$ cat config.mk
export PLATFORM = sky130hd
export DESIGN_NAME = piso_serializer_flat
export DESIGN_NICKNAME = d
export VERILOG_FILES = /design/src/rtl/piso_serializer_pkg.sv /design/src/rtl/piso_serializer_if.sv /design/src/rtl/piso_serializer_bit_counter.sv /design/src/rtl/piso_serializer.sv /design/src/flat_wrapper.sv
export SDC_FILE = /design/constraint.sdc
export NUM_CORES = 1
export LEC_CHECK = 0
export CORE_MARGIN = 8
export CORE_UTILIZATION = 35
export CTS_BUF_LIST = sky130_fd_sc_hd__clkbuf_8
export DETAILED_ROUTE_END_ITERATION = 12
export MAX_ROUTING_LAYER = met4
export PLACE_DENSITY_LB_ADDON = 0.2
export SLEW_MARGIN = 20
export SYNTH_ARGS = -nofsm -noshare
export SYNTH_HDL_FRONTEND = slang
export SYNTH_SLANG_ARGS = --single-unit
$ cat constraint.sdc
create_clock -name clk -period 1.63 [get_ports clk]
set_input_delay 0.4075 -clock clk [delete_from_list [all_inputs] [get_ports clk]]
set_output_delay 0.4075 -clock clk [all_outputs]
set_load 0.02 [all_outputs]
$ cat src/rtl/piso_serializer_pkg.sv
// Shared types and helpers for the parallel-in/serial-out serializer.
package piso_serializer_pkg;

    typedef enum logic [0:0] {
        IDLE  = 1'b0,
        SHIFT = 1'b1
    } piso_state_t;

    // Bit-counter width for a given word width; a counter never needs fewer than one bit.
    function automatic int piso_cnt_w(input int width);
        return (width < 2) ? 1 : $clog2(width);
    endfunction

endpackage

$ cat src/rtl/piso_serializer_if.sv
// Load handshake, serial output and control signals of the serializer.
interface piso_serializer_if #(
    parameter int WIDTH = 8
);
    logic [WIDTH-1:0] load_data;
    logic             load_valid;
    logic             load_ready;
    logic             ser_en;
    logic             abort;
    logic             ser_out;
    logic             ser_valid;
    logic             ser_last;
    logic             busy;

    modport master (
        output load_data, load_valid, ser_en, abort,
        input  load_ready, ser_out, ser_valid, ser_last, busy
    );

    modport slave (
        input  load_data, load_valid, ser_en, abort,
        output load_ready, ser_out, ser_valid, ser_last, busy
    );
endinterface

$ cat src/rtl/piso_serializer_bit_counter.sv
// Bit-position counter: async reset, synchronous clear (wins over enable), terminal count flag.
module piso_bit_counter
    import piso_serializer_pkg::*;
#(
    parameter int WIDTH = 8,
    parameter int CNT_W = piso_cnt_w(WIDTH)
) (
    input  logic             clk,
    input  logic             reset,
    input  logic             en,
    input  logic             clr,
    output logic [CNT_W-1:0] count,
    output logic             tc
);

    logic [CNT_W-1:0] count_r;

    // Count register: clear has priority, otherwise advance when enabled.
    always_ff @(posedge clk or posedge reset) begin
        if (reset) begin
            count_r <= {CNT_W{1'b0}};
        end else if (clr) begin
            count_r <= {CNT_W{1'b0}};
        end else if (en) begin
            count_r <= count_r + CNT_W'(1);
        end else begin
            count_r <= count_r;
        end
    end

    assign count = count_r;
    assign tc    = (count_r == CNT_W'(WIDTH - 1));

endmodule

$ cat src/rtl/piso_serializer.sv
// Parallel-in/serial-out serializer with valid/ready load, stall, abort and gapless reload.
module piso_serializer
    import piso_serializer_pkg::*;
#(
    parameter int WIDTH     = 8,
    parameter bit MSB_FIRST = 1'b0,
    parameter int CNT_W     = piso_cnt_w(WIDTH)
) (
    input  logic               clk,
    input  logic               reset,
    piso_serializer_if.slave   bus
);

    piso_state_t      state_r;
    piso_state_t      state_nxt_s;
    logic [WIDTH-1:0] sr_r;
    logic [WIDTH-1:0] sr_nxt_s;
    logic [CNT_W-1:0] cnt_s;
    logic             tc_s;
    logic             shifting_s;
    logic             ser_last_s;
    logic             word_end_s;
    logic             load_ready_s;
    logic             accept_s;
    logic             cnt_en_s;
    logic             cnt_clr_s;

    assign shifting_s   = (state_r == SHIFT);
    assign ser_last_s   = shifting_s && tc_s;
    assign word_end_s   = ser_last_s && bus.ser_en;
    // Abort and reset both mask the handshake so nothing is captured while flushing.
    assign load_ready_s = !reset && !bus.abort && ((state_r == IDLE) || word_end_s);
    assign accept_s     = bus.load_valid && load_ready_s;
    assign cnt_clr_s    = bus.abort || accept_s || word_end_s;
    assign cnt_en_s     = shifting_s && bus.ser_en && (cnt_s != CNT_W'(WIDTH - 1));

    piso_bit_counter #(
        .WIDTH (WIDTH),
        .CNT_W (CNT_W)
    ) u_bit_counter (
        .clk   (clk),
        .reset (reset),
        .en    (cnt_en_s),
        .clr   (cnt_clr_s),
        .count (cnt_s),
        .tc    (tc_s)
    );

    // State and shift register update.
    always_ff @(posedge clk or posedge reset) begin
        if (reset) begin
            state_r <= IDLE;
            sr_r    <= {WIDTH{1'b0}};
        end else begin
            state_r <= state_nxt_s;
            sr_r    <= sr_nxt_s;
        end
    end

    // Next-state and next shift-register contents.
    always_comb begin
        state_nxt_s = state_r;
        sr_nxt_s    = sr_r;
        if (bus.abort) begin
            state_nxt_s = IDLE;
            sr_nxt_s    = {WIDTH{1'b0}};
        end else begin
            case (state_r)
                IDLE: begin
                    if (accept_s) begin
                        state_nxt_s = SHIFT;
                        sr_nxt_s    = bus.load_data;
                    end else begin
                        state_nxt_s = IDLE;
                    end
                end
                SHIFT: begin
                    if (word_end_s) begin
                        if (accept_s) begin
                            state_nxt_s = SHIFT;
                            sr_nxt_s    = bus.load_data;
                        end else begin
                            state_nxt_s = IDLE;
                            sr_nxt_s    = {WIDTH{1'b0}};
                        end
                    end else if (bus.ser_en) begin
                        // Move the next bit toward whichever end drives ser_out.
                        if (MSB_FIRST) begin
                            sr_nxt_s = {sr_r[WIDTH-2:0], 1'b0};
                        end else begin
                            sr_nxt_s = {1'b0, sr_r[WIDTH-1:1]};
                        end
                    end else begin
                        sr_nxt_s = sr_r;
                    end
                end
                default: begin
                    state_nxt_s = IDLE;
                    sr_nxt_s    = {WIDTH{1'b0}};
                end
            endcase
        end
    end

    assign bus.load_ready = load_ready_s;
    assign bus.ser_out    = MSB_FIRST ? sr_r[WIDTH-1] : sr_r[0];
    assign bus.ser_valid  = shifting_s;
    assign bus.ser_last   = ser_last_s;
    assign bus.busy       = shifting_s;

endmodule

$ cat src/flat_wrapper.sv
// flat-port wrapper written by rule: the top's interface ports become plain ports
module piso_serializer_flat import piso_serializer_pkg::*;
#(
    parameter int WIDTH     = 8,
    parameter bit MSB_FIRST = 1'b0,
    parameter int CNT_W     = piso_cnt_w(WIDTH)
)
  (clk, reset, bus_load_data, bus_load_valid, bus_ser_en, bus_abort, bus_load_ready, bus_ser_out, bus_ser_valid, bus_ser_last, bus_busy);
  piso_serializer_if #(.WIDTH(WIDTH)) bus_i ();
  input  logic clk;
  input  logic reset;
  input wire logic [$bits(bus_i.load_data)-1:0] bus_load_data;
  input wire logic [$bits(bus_i.load_valid)-1:0] bus_load_valid;
  input wire logic [$bits(bus_i.ser_en)-1:0] bus_ser_en;
  input wire logic [$bits(bus_i.abort)-1:0] bus_abort;
  output wire logic [$bits(bus_i.load_ready)-1:0] bus_load_ready;
  output wire logic [$bits(bus_i.ser_out)-1:0] bus_ser_out;
  output wire logic [$bits(bus_i.ser_valid)-1:0] bus_ser_valid;
  output wire logic [$bits(bus_i.ser_last)-1:0] bus_ser_last;
  output wire logic [$bits(bus_i.busy)-1:0] bus_busy;
  assign bus_i.load_data = bus_load_data;
  assign bus_i.load_valid = bus_load_valid;
  assign bus_i.ser_en = bus_ser_en;
  assign bus_i.abort = bus_abort;
  assign bus_load_ready = bus_i.load_ready;
  assign bus_ser_out = bus_i.ser_out;
  assign bus_ser_valid = bus_i.ser_valid;
  assign bus_ser_last = bus_i.ser_last;
  assign bus_busy = bus_i.busy;
  piso_serializer #(.WIDTH(WIDTH), .MSB_FIRST(MSB_FIRST), .CNT_W(CNT_W)) u_core (.clk(clk), .reset(reset), .bus(bus_i));
endmodule
### Word-level counts from Yosys, hierarchy flattened

Cells that the tools add are included.

* bits in registers: 12
* bits in latches: 0
* RAM bits: 0
* ROM bits: 0
* input bits: 13
* output and inout bits: 5
* word-level logic and storage cells: 35
* memories: 0

* add/sub/neg operators: 1
* $mul: 0
* divide/modulo/power cells: 0
* $lt $le $gt $ge: 0
* equal/unequal tests: 4
* shift operators: 0
* muxes and demuxes: 12
* bitwise gates (word level): 1
* reduce and logical (&&, ||, !) cells: 14

Operator list (number)
* two-way mux 8 bit: 5
* one-hot mux 8 bit (2 select lines): 1
* logical AND 1 bit: 7
* two-way mux 3 bit: 2
* inequality test 4 bit (second input constant): 1
* adder 3 x 1 -> 3 bit (second input constant): 1
* == test 3 bit (second input constant): 1
* logical OR 1 bit: 3
* two-way mux 1 bit: 3
* inequality test 3 x 2 -> 1 bit (second input constant): 1
* inequality test 3 bit (second input constant): 1
* logical NOT 1 bit: 2
* one-hot mux 1 bit (2 select lines): 1
* AND reduction 2 bit: 1
* nonzero test 2 bit: 1
* NOT 1 bit: 1

### Depth between registers and ports, before layout

* depth in word-level cells: 10
* depth in mapped cells: 7
* depth with buffers taken out: 6

### By module

A second synthesis with hierarchy kept.

* cells, all modules: 71
* area total of the unflattened synthesis: 720.7 µm²

By module, submodules not included
* piso_serializer: times used 1, cells an instance 59, area an instance 576.8 µm², sequential area each 225.2 µm²
* piso_bit_counter: times used 1, cells an instance 12, area an instance 143.9 µm², sequential area each 75.1 µm²

### Least setup slack after synthesis

Ideal clock, no wire load.

* kind: register -> output
* from: register u_core.u_bit_counter.count_r[0], in the netlist u_core.u_bit_counter.count[0]
* to: output bus_load_ready
* data arrival time: 1511 ps
* required time: 1222 ps
* slack: -289 ps
* stages on the path, launching flop included: 5
* cell sequence: dfrtp_1 -> ha_1 -> ha_1 -> nand2_1 -> a211oi_1

* longest elaborated chain between the ends: 5

Ends and longest elaborated chain
* from (decl): RTL line piso_serializer_bit_counter.sv:16 `logic [CNT_W-1:0] count_r;`
* from (signal assigned): RTL line piso_serializer_bit_counter.sv:21 `count_r <= {CNT_W{1'b0}};`
* from (signal assigned): RTL line piso_serializer_bit_counter.sv:23 `count_r <= {CNT_W{1'b0}};`
* from (signal assigned): RTL line piso_serializer_bit_counter.sv:25 `count_r <= count_r + CNT_W'(1);`
* == test 3 bit: RTL line piso_serializer_bit_counter.sv:32 `assign tc = (count_r == CNT_W'(WIDTH - 1));`
* logical AND 1 bit: RTL line piso_serializer.sv:29 `assign ser_last_s = shifting_s && tc_s;`
* logical AND 1 bit: RTL line piso_serializer.sv:30 `assign word_end_s = ser_last_s && bus.ser_en;`
* logical OR 1 bit: RTL line piso_serializer.sv:32 `assign load_ready_s = !reset && !bus.abort && ((state_r == IDLE) || word_end_s);`
* logical AND 1 bit: RTL line piso_serializer.sv:32
* to (decl): RTL line flat_wrapper.sv:16 `output wire logic [$bits(bus_i.load_ready)-1:0] bus_load_ready;`

Every way passes these cells.

### Worst setup path after layout

Same ends and word-level chain as after synthesis.

==> metrics.yaml <==
slew_headroom_pct: 81.92
htreeDepth: 1
netlist_instances: 74
worst_slew_pin_slew_ps: 270.6
syn-cell-area_sq_um: 690.7
crit_start: "u_core.u_bit_counter.count[0]"
cts_buffer_depth: 2
path_cells: "ha_2 > ha_4 > nand2_2 > a211oi_4 > buf_6"
initial_core_util_pct: 36.32
port_buffers: 17
final_max_slew_viol_count: 0
crit_family: "flip-flops"
synthFlopType: "dfrtp_1"
yosysTopAreaCellShare_pct: 43.48
wire_per_inst_um: 13.92
drive_gt1_share_pct: 29.13
ys_warn_count: 0
nNetsFinal: 120
track_usage_pct: 11.30
via_count: 659
path_buf_inv: 1
diodes: 0
syn_nets: 89
synth_edf_count: 0
leakage_nw: 0.4873
clk_pin_slew_ps: 50
synth.ff_latch_count: 12
antenna_found_initial: 0
tritoncts: "yes"
synthMuxAreaShare_pct: 0
final_util_pct: 56.18
worstReg2RegStart: "u_core.u_bit_counter.count[0]"
fin_skew_ps: 1.771
synth_top_cell_by_area: "dfrtp_1"
synthAdderAreaFrac_pct: 3.623
synth_compound_area_share_pct: 16.49
numCtsBuffers: 3
synth-xor-area-share_pct: 0
cp-start-kind: "register"
synth_area_per_cell_sq_um: 9.333
clkSinkCount: 12
finalHoldViolCount: 0
setup_slack_ps: -172.0
synth_seq_area_share_pct: 43.48
cts_hold_buffers: 0
drcViolationCount: 0
synth_top_family_by_area: "simple AND/OR/NAND/NOR gates"
dr.pass1.iters: 4
fmax_mhz: 554.9
status: "complete, but fails checks"
ir_drop_uv: 329.7
async_reset_ff_share_pct: 100.0
cp_max_fo: 3
via_per_inst: 5.069
endpoint: "bus_load_ready"
max_stage_delay_ps: 370
r2r-end: "u_core.sr_r[1]"
fp.dieH_um: 60.42
clock-root-buffer: "clkbuf_8"
dieArea_sq_mm: 0.003651
cp-end-kind: "primary output"
synth.area.top_cells: "dfrtp_1 43%, nand3_1 15%, a22o_1 11%"
failed_checks: "negative setup slack"
gp_congestion: 0.7828
synthTopCellsByCount: "21 x nand3_1, 12 x dfrtp_1, 9 x a22o_1, 8 x nand2b_1, 3 x nand2_1"
cp_data_arrival_time_ps: 1390
placementRows: 16
grt_pass1_vias: 683
power_density_mw_per_mm2: 695.5
grt_pass1_wl_um: 3001
area_growth_pct: 54.71
grt_start_max_net_pins: 19
period_minus_slack_ps: 1802
hold_class: "primary input to asynchronous set/reset pin"
dp_hpwl_um: 1332
core_area_sq_mm: 0.001902
rrSetupSlack_ps: 10
place_ws_ps: -628.0
reg2reg_depth: 7
rsz0062_at_grt: "true"
ant_nets: 0
drv_cap: 0
finalSetupViolCount: 2
dieWidth_um: 60.42
synth.most_common_cell: "nand3_1"
required_ps: 1220
ios: 18
critPathKind: "register to primary output"
wirelength_um: 1809
clk_latency_ps: 240
cp.depth: 5
finalCritPeriodShare_pct: 110.6
drt_iter0_drc: 7
synth_cell_type_count: 21
gr-total-overflow: 0
synthSimpleGateAreaFrac_pct: 31.16
cpMaxStageDelayCell: "dfrtp_1"
[metrics by stage]
step	cells	total power (W)	cell area [sq um]	hold WS, ps	setup TNS [ps]
global placement	124	0.0004713	959.7	491.4	-6350
global route	130	0.0007818	1069	403.7	-632.4
CTS	128	0.0007548	1044	506.8	-263.0
detailed placement	124	0.0004746	959.7	490.5	-6664
floorplan	74	0.0004001	705.7	272.2	0
finish	130	0.0007432	1069	378.1	-339.5
[routing by layer]
layer,up-vias,global-route usage (%),part of all wire (%)
li1,328,-,-
met1,319,12.09,44
met2,10,18.90,52
met3,2,2.754,3.8
met4,0,5.980,0.66
met5,-,-,0
[state kept, by name, summed over array words and instances (netlist names)]
signal and flops:
u_core.bus.busy 1, u_core.u_bit_counter.count 3, u_core.sr_r 8
[placed cells by master, fill, tap and decap left out, types with 2 or more instances in the layout]
cell,instances
nand3_1,21
buf_4,13
clkdlybuf4s50_1,12
dfrtp_1,11
a22o_1,9
nand2b_1,8
clkbuf_8,3
buf_6,3
nand2_1,2
nor2_1,2
nor3_1,2
a21oi_1,2
clkdlybuf4s15_2,2
[final cells by class]
class                   instances  area [sq um]
inverters                       1         3.754
flip-flops and latches         12         301.5
repair buffers                 31         286.5
well taps                      27         33.78
clock buffers                   3         41.29
multi-input cells              56         401.6
fillers                       168         833.3
[repair_timing]
| action | in CTS | in global routing |
|---|---|---|
| pin swaps | 0 | 1 |
| gates resized for setup | 26 | 4 |
| cloned | 0 | 0 |
| setup buffers | 1 | 2 |
| endpoints found under the setup margin | 14 | 11 |
[worst min-delay path, delay by kind of cell]
kind	cells	cell delay [ps]
buf+inv	4	550
[power breakdown]
part           switching, W  internal [W]
Combinational     0.0000685     0.0000840
Sequential        0.0000105      0.000313
Clock              0.000104      0.000163
[cells by family (layout without fill, tap and decap cells)]
| family | after synthesis | count (layout) |
|---|---|---|
| AO/OA/AOI/OAI | 14 | 14 |
| AND/OR/NAND/NOR | 40 | 40 |
| buffers and inverters | 6 | 35 |
| flip-flops | 12 | 12 |
| adder cells (fa/ha/maj) | 2 | 2 |
[worst min-delay path by stage]
stage                    from         endpoint  slack [ps]  cells after the start
2_1_floorplan           reset  u_core.bus.busy         270                      1
3_3_place_gp   u_core.sr_r[4]   u_core.sr_r[4]         490                      1
3_5_place_dp   u_core.sr_r[1]   u_core.sr_r[1]         490                      1
4_1_cts        u_core.sr_r[1]   u_core.sr_r[1]         510                      1
5_1_grt                 reset   u_core.sr_r[4]         400                      4
6_report                reset   u_core.sr_r[4]         380                      4
(Power assumes the default switching activity.)
